<file path="src/rtl/ok_dram_fifo.sv">
// Single-clock FIFO on distributed dual-port RAM with occupancy flags, error strobes
// and selectable first-word-fall-through or registered (1-cycle latency) read port.
module ok_dram_fifo #(
  parameter int unsigned DATA_WIDTH = 8,
  parameter int unsigned ADDR_WIDTH = 6,
  parameter int unsigned FWFT       = 1,
  parameter int unsigned AF_THRESH  = 60,
  parameter int unsigned AE_THRESH  = 4
) (
  input  logic                  wclk,
  input  logic                  rst_n,
  input  logic                  wr_en,
  input  logic [DATA_WIDTH-1:0] din,
  input  logic                  rd_en,
  output logic [DATA_WIDTH-1:0] dout,
  output logic                  valid,
  output logic                  full,
  output logic                  empty,
  output logic                  almost_full,
  output logic                  almost_empty,
  output logic [ADDR_WIDTH:0]   count,
  output logic                  overflow,
  output logic                  underflow
);

  localparam int unsigned         DEPTH = 2 ** ADDR_WIDTH;
  localparam logic [ADDR_WIDTH:0] DEPTH_C = (ADDR_WIDTH + 1)'(DEPTH);
  localparam logic [ADDR_WIDTH:0] AF_C    = (ADDR_WIDTH + 1)'(AF_THRESH);
  localparam logic [ADDR_WIDTH:0] AE_C    = (ADDR_WIDTH + 1)'(AE_THRESH);

  logic [DATA_WIDTH-1:0] mem [DEPTH];
  logic [ADDR_WIDTH-1:0] wr_ptr;
  logic [ADDR_WIDTH-1:0] rd_ptr;
  logic                  wr_acc;
  logic                  rd_acc;

  // Flags decode only from the registered count, so wr_en/rd_en never reach them.
  assign full         = (count == DEPTH_C);
  assign empty        = (count == '0);
  assign almost_full  = (count >= AF_C);
  assign almost_empty = (count <= AE_C);

  assign wr_acc = wr_en & ~full;
  assign rd_acc = rd_en & ~empty;

  always_ff @(posedge wclk or negedge rst_n) begin
    if (!rst_n) begin
      wr_ptr    <= '0;
      rd_ptr    <= '0;
      count     <= '0;
      overflow  <= 1'b0;
      underflow <= 1'b0;
    end else begin
      if (wr_acc) wr_ptr <= wr_ptr + 1'b1;
      if (rd_acc) rd_ptr <= rd_ptr + 1'b1;
      case ({wr_acc, rd_acc})
        2'b10:   count <= count + 1'b1;
        2'b01:   count <= count - 1'b1;
        default: count <= count;
      endcase
      overflow  <= wr_en & full;
      underflow <= rd_en & empty;
    end
  end

  // RAM array has no reset so it maps onto LUT RAM.
  always_ff @(posedge wclk) begin
    if (wr_acc) mem[wr_ptr] <= din;
  end

  generate
    if (FWFT != 0) begin : g_fwft
      assign dout  = mem[rd_ptr];
      assign valid = ~empty;
    end else begin : g_std
      always_ff @(posedge wclk or negedge rst_n) begin
        if (!rst_n) begin
          dout  <= '0;
          valid <= 1'b0;
        end else begin
          valid <= rd_acc;
          if (rd_acc) dout <= mem[rd_ptr];
        end
      end
    end
  endgenerate

endmodule

</file>
<file path="config.mk">
export PLATFORM = sky130hd
export DESIGN_NAME = ok_dram_fifo
export DESIGN_NICKNAME = d
export VERILOG_FILES = /design/src/rtl/ok_dram_fifo.sv
export SDC_FILE = /design/constraint.sdc
export NUM_CORES = 1
export LEC_CHECK = 0
export ABC_AREA = 1
export ABC_CLOCK_PERIOD_IN_PS = 2800
export CELL_PAD_IN_SITES_DETAIL_PLACEMENT = 0
export CELL_PAD_IN_SITES_GLOBAL_PLACEMENT = 2
export CORE_MARGIN = 4
export CORE_UTILIZATION = 43
export DETAILED_ROUTE_END_ITERATION = 16
export DONT_BUFFER_PORTS = 1
export PLACE_DENSITY_LB_ADDON = 0.1
export SETUP_SLACK_MARGIN = 0.2
export SYNTH_ARGS = -nofsm -noshare
export SYNTH_HDL_FRONTEND = slang
export SYNTH_SLANG_ARGS = --single-unit
</file>
<file path="constraint.sdc">
create_clock -name wclk -period 2.8 [get_ports wclk]
set_input_delay 0.42 -clock wclk [delete_from_list [all_inputs] [get_ports wclk]]
set_output_delay 0.42 -clock wclk [all_outputs]
set_load 0.02 [all_outputs]
</file>
==> metrics.md <==
| Metric | Value |
|---|---|
| Routed Antenna Nets | 0 |
| DRT Wirelength | around 67000 um |
| Mapped Area | 22800 um2 |
| Worst Path Arrival | roughly 2.5 ns |
| LEAKAGE | roughly 11 nW |
| RePlAce Congestion | about 0.80 |
| Clock transition at the registers of the reported paths | 0.06 ns |
| Clock skew | 0.0238 ns |
| Crit path max fanout | 10 |
| Die W | 238 um |
| Post-synthesis area per instance | around 11 um2 |
| Failing checks | negative setup slack |
| Drt drc | 0 |
| Post-route setup TNS | -0.641 ns |
| Post-synth cell types | 31 |
| Grt total ovfl | 0 |
| WS Path Type | reg -> out |
| Layout cells sized above 1 | 0.199 |
| Initial antenna violation count | 0 |
| Die height | ~240 um |
| Endpoints failing setup | 8 |
| Worst-Margin Slew | 0.737 ns |
| Num CTS Buffers | between 50 and 60 |
| Vias in the first global route | ~15k |
| DR vias | 15.5k |
| Final min period | 2.90 ns |
| CTS tree | yes |
| Crit. End Element | output pin |
| Worst path top cell family by delay | simple AND/OR/NAND/NOR gates |
| Layout area overhead | 23.7% |
| First-pass GRT wire length | around 100000 um |
| Via density | between 5 and 6 |
| Critical-path cell list | buf_12 -> inv_16 -> buf_12 -> buf_12 -> buf_16 -> nand2_1 -> nand2_1 -> nand2_1 -> a21oi_2 -> nor2_2 -> nand2_2 -> nand3_2 -> nand2_4 |
| Synthesized Nets | around 2.1k |
| Crit-path slowest cell | dfrtp_4 |
| Final hold viol count | 0 |
| Hold Path Class | in -> reg |
| Initial Utilization | 0.434 |
| Yosys warning count | 0 |
| Async S/R FF share, synth | 0.0394 |
| Status | finished, violations left |
| I/O pins | 34 |
| Final #Nets | between 2k and 2.5k |
| Max-slew violations | 0 |
| Critical Path Max Stage Delay | approximately 0.52 ns |
| Overall die area | about 57000 um2 |
| Placeable Area | approximately 53000 um2 |
| Number of enable flip-flop cells after synthesis | 512 |
| TritonRoute pass-1 iters | 6 |
| Max frequency | between 300 and 400 MHz |
| Critical Path Source Type | flop |
| Largest net degree at the start of global routing | 75 |
| Worst VDD drop | approximately 0.60 mV |
| Routed len/inst | 22.5 um |
| #FFs+latches synth | around 530 |
| Pwr Density | between 1000 and 1500 nW/um2 |
| Setup WS pre-CTS | between 0.15 and 0.2 ns |
| Clock Sinks | approximately 530 |
| Synth Instances | 2119 |
| Row count | 84 |
| Sequential fraction of the synthesis area | 0.697 |
| Number of antenna cells inserted | 0 |
| Root Buffer | clkbuf_16 |
| Post-DP HPWL | 36000 um |
| CP bufs+invs | 5 |
| Clock Latency Late Sink | 0.61 ns |
| Max H-tree Level | 2 |
| Aggregate global-route resource usage | 0.237 |
| Max cap viols | 0 |
| Port Buf Inserts | 0 |
| Post-route setup slack | -0.104 ns |
| Top FF cell, synth | edfxtp_1 |
| Hold WS | between 0.07 and 0.08 ns |
| Max Root-Sink Buffers | 3 |
| Final period util | 1.04 |
| Relative slew margins | 0.508 |
| DRT iter0 DRCs | around 1.2k |
| Unrepaired setup endpoints after global routing | yes |
| Worst Path Required | approximately 2.4 ns |
==> cells by family (layout without fill, tap and decap cells) <==
kind of cell | after synthesis | after routing | share of synthesized area
and+or+nand+nor | 1166 | 1166 | 0.212
DFF | 533 | 533 | 0.697
buffers and inverters | 303 | 486 | 0.0571
AOI/OAI and AO/OA | 94 | 94 | 0.0236
xor gates and xnor gates | 14 | 14 | 0.00537
adders and majority gates | 9 | 9 | 0.00526
==> metal layers <==
metal	vias to the layer above	track usage	share of wire
li1	7385	-	-
met5	-	0	0
met3	115	0.0395	0.056
met2	376	0.387	0.48
met1	7612	0.330	0.44
met4	0	0.0709	0.029
==> state kept, by name, indices dropped and copies added (netlist names) <==
name	count
wr_ptr	6
overflow	1
count	7
rd_ptr	6
mem	512
underflow	1
==> synth_stat cells (all sizes together) (10+ instances only) <==
master | number | share of area
xor2 | 12 | 0.0046
dfrtp | 21 | 0.023
nand2 | 718 | 0.12
a21oi | 37 | 0.0081
nand4 | 10 | 0.0054
o21ai | 29 | 0.0064
nor2 | 153 | 0.025
inv | 195 | 0.032
clkbuf | 20 | 0.0033
edfxtp | 512 | 0.67
nand3 | 282 | 0.062
o211ai | 24 | 0.0079
buf | 86 | 0.021
==> layout make-up <==
class | count | area, um2
Inverter | 197 | 766
Timing Repair inverter | 1 | 8.76
Clock inverter | 31 | 184
Clock buffer | 75 | 1570
Tap cell | 688 | 861
Fill cell | 4605 | 24300
Timing Repair Buffer | 182 | 2470
Multi-Input combinational cell | 1283 | 6480
Sequential cell | 533 | 15900
==> per-stage QoR <==
step / cells / instance area (um2) / utilization / total power, mW
floorplan: 2119 / 22800 / - / 15.6
global placement: 2817 / 24200 / 0.461 / 18.9
detailed placement: 2817 / 24200 / 0.461 / 18.9
CTS: 2986 / 27800 / 0.530 / 29.5
global route: 2990 / 28200 / 0.537 / 31.3
finish: 2990 / 28200 / 0.537 / 29.8
==> worst register-to-register path, stage by stage, from the launching register on <==
cell and delay (ns):
dfrtp_1 0.52, inv_1 0.12, nand4_2 0.15, nand2_4 0.12, inv_4 0.19, nand4_2 0.48
nor2_1 0.33, buf_4 0.23
==> path summary, 6_finish.rpt <==
path                                  startpoint                    end  slack, ns  cells past startpoint
min in group asynchronous                  rst_n  rd_ptr[5]$_DFFE_PN0P_       0.28                      2
min                                        wr_en  wr_ptr[0]$_DFFE_PN0P_       0.07                      2
max                        rd_ptr[0]$_DFFE_PN0P_                dout[4]      -0.10                     13
max reg2reg                 count[3]$_DFFE_PN0P_    mem[9][6]$_DFFE_PP_       0.37                      7
max in group asynchronous                  rst_n  rd_ptr[0]$_DFFE_PN0P_       2.33                      2
min reg2reg                 count[2]$_DFFE_PN0P_   count[2]$_DFFE_PN0P_       0.60                      2
==> timing repair <==
item / 4_1_cts / 5_1_grt
gates cloned: 19 / 3
gates resized for setup: 181 / 79
hold endpoints to repair: 535 / 0
hold buffers: 12 / 0
buffers inserted: 32 / 1
pin swaps: 58 / 49
endpoints found under the setup margin: 8 / 12
==> report_power, final <==
part	switching (mW)	internal, mW
clock network	3.03	4.08
logic	8.31	4.90
registers	0.295	9.15
total	11.6	18.1
==> cells in the final DEF (no fill, tap or decap), types with 21 or more instances in the layout <==
master / count
o211ai_1: 24
o21ai_0: 23
nand3_2: 76
nor2_1: 132
edfxtp_1: 512
buf_16: 32
nand2_2: 47
inv_1: 186
buf_4: 111
nand3_1: 198
nand2_1: 658
clkbuf_16: 62
clkinv_1: 21
No activity file was read; power rests on OpenSTA's default activity.
